<file path="src/rtl/ahb_extsram_sub.sv">
// AHB-Lite subordinate for the external 16-bit asynchronous SRAM window.
// A 32-bit transfer becomes one or two timed halfword accesses (LO then HI).
// Ports: clk/reset (sync, active-high); AHB-Lite subordinate side: HSEL, HADDR,
//        HWRITE, HSIZE, HTRANS, HWDATA, HWSTRB, HREADY -> HRDATA, HREADYOUT, HRESP;
//        SRAM pad side: SRAM_ADDR, SRAM_DQ_IN/OUT/OE, SRAM_CE_N/OE_N/WE_N/UB_N/LB_N.
module ahb_extsram_sub #(
    parameter int unsigned ADDR_BITS   = 20,
    parameter int unsigned WAIT_CYCLES = 1
) (
    input  logic                 clk,
    input  logic                 reset,
    input  logic                 HSEL,
    input  logic [31:0]          HADDR,
    input  logic                 HWRITE,
    input  logic [2:0]           HSIZE,
    input  logic [1:0]           HTRANS,
    input  logic [31:0]          HWDATA,
    input  logic [3:0]           HWSTRB,
    input  logic                 HREADY,
    output logic [31:0]          HRDATA,
    output logic                 HREADYOUT,
    output logic                 HRESP,
    output logic [ADDR_BITS-1:0] SRAM_ADDR,
    input  logic [15:0]          SRAM_DQ_IN,
    output logic [15:0]          SRAM_DQ_OUT,
    output logic                 SRAM_DQ_OE,
    output logic                 SRAM_CE_N,
    output logic                 SRAM_OE_N,
    output logic                 SRAM_WE_N,
    output logic                 SRAM_UB_N,
    output logic                 SRAM_LB_N
);

    localparam int unsigned IDX_W = ADDR_BITS - 1;
    localparam int unsigned CNT_W = $clog2(WAIT_CYCLES + 1);

    typedef enum logic [1:0] {ST_IDLE, ST_LO, ST_HI, ST_RESP} state_t;

    state_t           state_q, state_d;
    logic             wdec_q, wdec_d;       // first data-phase cycle of a write
    logic [IDX_W-1:0] idx_q, idx_d;
    logic             write_q, write_d;
    logic             hi_need_q, hi_need_d; // read only; writes use strobes
    logic [3:0]       wstrb_q, wstrb_d;
    logic [CNT_W-1:0] cnt_q, cnt_d;
    logic [31:0]      hrdata_q, hrdata_d;
    logic             hready_q, hready_d;

    state_t           act_c;                // half actually being accessed this cycle
    logic [3:0]       strb_c;
    logic             hi_need_c;
    logic             in_half_c;
    logic             last_c;
    logic             cap_c;
    logic             unused_c;

    assign unused_c = ^{HADDR[31:ADDR_BITS+1], HADDR[0], HTRANS[0]};

    // State and datapath registers
    always_ff @(posedge clk) begin
        if (reset) begin
            state_q   <= ST_IDLE;
            wdec_q    <= 1'b0;
            idx_q     <= '0;
            write_q   <= 1'b0;
            hi_need_q <= 1'b0;
            wstrb_q   <= 4'h0;
            cnt_q     <= '0;
            hrdata_q  <= 32'h0;
            hready_q  <= 1'b1;
        end else begin
            state_q   <= state_d;
            wdec_q    <= wdec_d;
            idx_q     <= idx_d;
            write_q   <= write_d;
            hi_need_q <= hi_need_d;
            wstrb_q   <= wstrb_d;
            cnt_q     <= cnt_d;
            hrdata_q  <= hrdata_d;
            hready_q  <= hready_d;
        end
    end

    // Next-state, capture and read-data sampling
    always_comb begin
        state_d   = state_q;
        wdec_d    = 1'b0;
        idx_d     = idx_q;
        write_d   = write_q;
        hi_need_d = hi_need_q;
        wstrb_d   = wstrb_q;
        cnt_d     = cnt_q;
        hrdata_d  = hrdata_q;

        // Write strobes arrive a cycle after capture; the first data cycle
        // picks the half directly from HWSTRB so no extra cycle is spent.
        strb_c = wdec_q ? HWSTRB : wstrb_q;
        if (wdec_q) begin
            wstrb_d = HWSTRB;
        end
        act_c = state_q;
        if (wdec_q) begin
            if (|HWSTRB[1:0])      act_c = ST_LO;
            else if (|HWSTRB[3:2]) act_c = ST_HI;
            else                   act_c = ST_IDLE;
        end

        hi_need_c = write_q ? (|strb_c[3:2]) : hi_need_q;
        in_half_c = (act_c == ST_LO) || (act_c == ST_HI);
        last_c    = (cnt_q == CNT_W'(WAIT_CYCLES));
        cap_c     = HSEL && HREADY && HTRANS[1]
                    && ((state_q == ST_IDLE) || (state_q == ST_RESP));

        if (in_half_c) begin
            if (last_c) begin
                cnt_d = '0;
                if (!write_q) begin
                    if (act_c == ST_HI) hrdata_d[31:16] = SRAM_DQ_IN;
                    else                hrdata_d[15:0]  = SRAM_DQ_IN;
                end
                state_d = ((act_c == ST_LO) && hi_need_c) ? ST_HI : ST_RESP;
            end else begin
                cnt_d   = cnt_q + CNT_W'(1);
                state_d = act_c;
            end
        end else if (wdec_q) begin
            // null write: no lanes enabled
            state_d = ST_RESP;
        end else if (cap_c) begin
            idx_d    = HADDR[ADDR_BITS:2];
            write_d  = HWRITE;
            hrdata_d = 32'h0;
            cnt_d    = '0;
            if (HWRITE) begin
                wdec_d  = 1'b1;
                state_d = ST_LO;
            end else begin
                hi_need_d = (HSIZE >= 3'd2) || HADDR[1];
                state_d   = ((HSIZE >= 3'd2) || !HADDR[1]) ? ST_LO : ST_HI;
            end
        end else begin
            state_d = ST_IDLE;
        end

        hready_d = (state_d == ST_IDLE) || (state_d == ST_RESP);
    end

    // SRAM pad controls follow the half being accessed
    assign SRAM_CE_N   = !in_half_c;
    assign SRAM_ADDR   = in_half_c ? {idx_q, (act_c == ST_HI)} : '0;
    assign SRAM_OE_N   = !(in_half_c && !write_q);
    assign SRAM_DQ_OE  = in_half_c && write_q;
    assign SRAM_WE_N   = !(in_half_c && write_q && (cnt_q != '0));
    assign SRAM_DQ_OUT = (act_c == ST_HI) ? HWDATA[31:16] : HWDATA[15:0];
    assign SRAM_UB_N   = !in_half_c || (write_q && !((act_c == ST_HI) ? strb_c[3] : strb_c[1]));
    assign SRAM_LB_N   = !in_half_c || (write_q && !((act_c == ST_HI) ? strb_c[2] : strb_c[0]));

    assign HRDATA    = hrdata_q;
    assign HREADYOUT = hready_q;
    assign HRESP     = 1'b0;

endmodule

</file>
<file path="config.mk">
export PLATFORM = sky130hd
export DESIGN_NAME = ahb_extsram_sub
export DESIGN_NICKNAME = d
export VERILOG_FILES = /design/src/rtl/ahb_extsram_sub.sv
export SDC_FILE = /design/constraint.sdc
export NUM_CORES = 1
export LEC_CHECK = 0
export CORE_MARGIN = 4
export CORE_UTILIZATION = 39
export CTS_CLUSTER_DIAMETER = 40
export CTS_CLUSTER_SIZE = 24
export DETAILED_ROUTE_END_ITERATION = 10
export PLACE_DENSITY = 0.92
export SLEW_MARGIN = 20
export SYNTH_ARGS = -nofsm -noshare
export SYNTH_HDL_FRONTEND = slang
export SYNTH_SLANG_ARGS = --single-unit
</file>
<file path="constraint.sdc">
create_clock -name clk -period 2.4 [get_ports clk]
set_input_delay 0.48 -clock clk [delete_from_list [all_inputs] [get_ports clk]]
set_output_delay 0.48 -clock clk [all_outputs]
set_load 0.05 [all_outputs]
</file>
# After elaboration in Yosys (flattened, before gate mapping)
# Cells that the tools add are included.
dict set report word_totals {
  regBits 62
  output_inout_bits 76
  word_cells 88
}
dict set report op_classes {
  n_addsub 1
  n_lt_le_gt_ge 1
  eq_ne 9
  mux 28
  bitwise 4
  n_reduce_logical 35
}
# operator count
set op_table {}
lappend op_table {{$mux W32} 5}
lappend op_table {{$mux W16} 3}
lappend op_table {{$mux W20} 1}
lappend op_table {{$mux W2} 9}
lappend op_table {{$reduce_and A5 Y1} 2}
lappend op_table {{$logic_and A1 B1 Y1} 9}
lappend op_table {{$mux W1} 9}
lappend op_table {{$logic_not A1 Y1} 7}
lappend op_table {{$logic_or A1 B1 Y1} 7}
lappend op_table {{$eq A2 B2 Y1 const B} 3}
lappend op_table {{$ne A2 B2 Y1 const B} 3}
lappend op_table {{$reduce_or A2 Y1} 3}
lappend op_table {{$logic_not A2 Y1} 2}
lappend op_table {{$mux W4} 1}
lappend op_table {{$ne A2 B1 Y1 const B} 2}
lappend op_table {{$not A1 Y1} 4}
lappend op_table {{$reduce_and A4 Y1} 1}
lappend op_table {{$reduce_or A4 Y1} 1}
lappend op_table {{$ge A3 B2 Y1 const B} 1}
lappend op_table {{$reduce_and A3 Y1} 1}
lappend op_table {{$eq A2 B1 Y1 const B} 1}
lappend op_table {{$reduce_and A2 Y1} 1}
lappend op_table {{$reduce_bool A2 Y1} 1}
lappend op_table {{$add A1 B1 Y1 const B} 1}

# Depth between registers and ports, before layout
dict set report depth {
  depth_word 11
  depth_mapped 7
}

# Worst setup path before layout
# Ideal clock, no wire load.
dict set report synth_timing {
  path_kind {register -> output}
  start {register wdec_q}
  end {output SRAM_WE_N}
  arrival_ns 2.455
  setup_slack_ns -0.535
  path_stages_with_launch 7
  cell_sequence {dfxtp_1 -> buf_4 -> clkinv_1 -> a22oi_1 -> inv_1 -> nor2_1 -> nand2_1}
}
dict set report synth_via {
  elab_chain_cells 6
  word_cells_on_any_way 7
  cone_classes {eq/ne: 2; mux: 1; reduce/logical: 4}
}
# element line_no
set synth_rtl {}
lappend synth_rtl {{start, declared} 40} ;# logic wdec_q, wdec_d;
lappend synth_rtl {{start signal, assigned} 73} ;# wdec_q <= wdec_d;
lappend synth_rtl {{$mux W2 (*)} 102} ;# if (wdec_q) begin
lappend synth_rtl {{$eq A2 B1 Y1 or $eq A2 B2 Y1 (tied branches)} 109} ;# in_half_c = (act_c == ST_LO) || (act_c == ST_HI);
lappend synth_rtl {{$logic_or A1 B1 Y1 (*)} 109}
lappend synth_rtl {{$logic_and A1 B1 Y1 (*)} -}
lappend synth_rtl {{named net SRAM_DQ_OE} 26} ;# output logic SRAM_DQ_OE,
lappend synth_rtl {{$logic_and A1 B1 Y1 (*)} 153} ;# assign SRAM_WE_N = !(in_half_c && write_q && (cnt_q != '0));
lappend synth_rtl {{$logic_not A1 Y1 (*)} 153}
lappend synth_rtl {{end, declared} 29} ;# output logic SRAM_WE_N,
# The timed path passes the listed nets; every way through them passes the cells marked *.

# Worst setup path after layout
dict set report layout_timing {
  start {register wdec_q}
  end {output SRAM_DQ_OUT[14]}
}
dict set report layout_via {
  elab_chain_cells 3
}
# element line_no
set layout_rtl {}
lappend layout_rtl {{$mux W2} 102}
lappend layout_rtl {{$eq A2 B2 Y1} 154} ;# assign SRAM_DQ_OUT = (act_c == ST_HI) ? HWDATA[31:16] : HWDATA[15:0];
lappend layout_rtl {{$mux W16} 154}
lappend layout_rtl {{end, declared} 25} ;# output logic [15:0] SRAM_DQ_OUT,
# No other way between the ends.

==> reports/results.tsv <==
metric	value	unit
outcome	complete, but fails checks	
violated checks	negative setup slack	
largest net degree at the start of global routing	22	
DR top layer	met4	
RSZ-0062 raised after global routing	yes	
half-perimeter wire length after placement	7930	um
synthesized instance count	352	
H-tree depth	3	
setup_tns	-0.814	ns
DR pass1 iterations	4	
final wirelength	11400	um
Worst Path Required	1.92	ns
CP arrival	2.00	ns
first-pass GRT wire length	16300	um
Pwr Density	610	nW/um^2
initial antenna violation count	0	
total of max-cap violations	0	
clk sink count	62	
CTS clk-pin slew, worst paths	0.07	ns
Worst-Margin Slew	0.779	ns
Pleak	2.15	nW
Setup violations, final	19	
Met1 Wirelength	4110	um
Final nets	612	
Fmax achieved	403	MHz
clk_skew	0.00839	ns
Fillers	488	
hold_buf cts	0	
Worst Hold Class	flip-flop to flip-flop	
most frequent cells in the layout	clkdlybuf4s50_1, nand2_1, dfxtp_1	
worst vdd ir	396	uV
DR iter-0 viols	161	
Die X	96.4	um
die area	9280	um^2
Final Slew Violations	0	
I/O pin total	170	
Post-route DRC	0	
crit end category	output port	
storage element area	1250	um^2
met2 wire length	5940	um
final worst slack	-0.0824	ns
Bufs on Longest Clock Path	2	
CP Class	flip-flop to output port	
GP Congestion	0.864	
Initial Utilization	0.411	
final worst path period share	1.03	
met3 wire length	1160	um
vias in the first global route	3344	
post-synthesis sequential area ratio	0.408	
Vias/cell	5.29	
Die Span Y	96.4	um
global route total overflow	0	
non-filler cells, final	622	
row count	31	
Yosys warnings	0	
Seq cells post-synth	62	
Mapped Area	3040	um^2
overall power	0.00334	W
layout cells sized above 1	0.270	
# diodes	0	
Num CTS Buffers	9	
Post-synth EDFFs	0	
CP startpoint kind	flip-flop	
Place WS	-0.297	ns
Layout area overhead	79.9	%
worst skew pair latency	0.34	ns
PortBufs	154	
Core ar.	7410	um^2
gr usage total	0.229	
CP max FO	5	
DR WL/cell	18.3	um
vias	3290	
leading cell type in the layout, fill and taps excluded	clkdlybuf4s50_1	
CTS tree	yes	
area of the multi-input gates	1710	um^2
Rel. slew slack	0.480	
Post-synth top flop	dfxtp_1	
Clock Tree Root	clkbuf_8	
min Tclk post-route	2.48	ns
Synth cell types	46	
final number of hold-violating endpoints	0	
Synth Net Count	446	
dpl cells	601	
Async SR Flop Fraction	0	
number of antenna-violating nets in the routed design	0	
Post-Syn Area per Cell	8.65	um^2
[layer usage]
metal / GRT usage / vias up
li1: - / 1562
met1: 0.242 / 1558
met2: 0.412 / 148
met3: 0.0923 / 22
met4: 0.0748 / 0
met5: 0 / -
[area by class of cell]
class,count,share of cell area
timing repair buffer,183,0.390
multi-input combinational,256,0.313
sequential,62,0.228
clock buffer,10,0.0251
tap,99,0.0226
clock inverter,6,0.0171
inverter,6,0.00480
[Yosys cell counts, types with 2 or more instances]
library cell / n / share of area
nand2_1: 74 / 0.091
dfxtp_1: 62 / 0.41
a21oi_1: 40 / 0.066
mux2i_1: 23 / 0.076
and2_1: 19 / 0.039
nand3_1: 18 / 0.030
o211ai_1: 17 / 0.042
buf_2: 9 / 0.015
clkbuf_1: 9 / 0.011
mux2_4: 9 / 0.044
nor2_1: 8 / 0.0099
mux2_2: 7 / 0.026
a211oi_1: 5 / 0.012
inv_1: 5 / 0.0062
buf_1: 3 / 0.0037
buf_4: 3 / 0.0074
buf_6: 3 / 0.011
nor2b_1: 3 / 0.0062
o21ai_0: 3 / 0.0049
and3_1: 2 / 0.0041
nand2b_1: 2 / 0.0041
nor3_1: 2 / 0.0033
nor4_1: 2 / 0.0041
o21ba_2: 2 / 0.0066
[sequential cells by signal, summed over array words and instances (netlist names)]
| register | count |
|---|---|
| cnt_q | 1 |
| hi_need_q | 1 |
| HREADYOUT | 1 |
| state_q | 2 |
| wdec_q | 1 |
| wstrb_q | 4 |
| idx_q | 19 |
| HRDATA | 32 |
| write_q | 1 |
[where the power goes]
part	switching, W	internal [W]	total, W
Clock	0.000431	0.000620	0.00105
Sequential	0.0000392	0.00107	0.00111
Combinational	0.000643	0.000538	0.00118
[kinds of logic (layout without fill, tap and decap cells)]
kind of cell | Yosys count | in the layout | share of synthesized area
XOR/XNOR | 2 | 2 | 0.00576
AO/OA/AOI/OAI | 78 | 78 | 0.172
other | 1 | 1 | 0.00123
AND/OR/NAND/NOR | 136 | 136 | 0.210
flip-flops | 62 | 62 | 0.408
multiplexers | 39 | 39 | 0.146
buffers and inverters | 34 | 205 | 0.0571
[stage by stage]
step,hold WS (ns),instance area (um^2),utilization
floorplan,0.432,3050,-
global placement,0.438,5050,0.681
detailed placement,0.443,5050,0.681
CTS,0.456,5380,0.726
global route,0.484,5480,0.739
finish,0.458,5480,0.739
[worst max-delay path, stage by stage, from the launching register on]
cell     delay (ns)
dfxtp_2        0.35
or3b_4         0.38
o22a_4         0.29
buf_12         0.16
mux2_4         0.33
buf_12         0.16
[path summary, 6_finish.rpt]
kind | from | end | slack (ns) | cells after the start
worst max-delay path | wdec_q$_SDFF_PP0_ | SRAM_DQ_OUT[14] | -0.08 | 5
worst min-delay path | idx_q[11]$_SDFFE_PP0P_ | idx_q[11]$_SDFFE_PP0P_ | 0.46 | 2
worst max register to register | state_q[0]$_SDFF_PP0_ | HRDATA[21]$_SDFFE_PP0P_ | 0.33 | 4
worst min register to register | idx_q[11]$_SDFFE_PP0P_ | idx_q[11]$_SDFFE_PP0P_ | 0.46 | 2
[what timing repair did]
item / in CTS / in global routing
buffers inserted: 2 / 1
pin swaps: 5 / 6
cloned: 2 / 0
endpoints found under the setup margin: 39 / 41
resized for setup: 20 / 32
(Power assumes the default switching activity.)
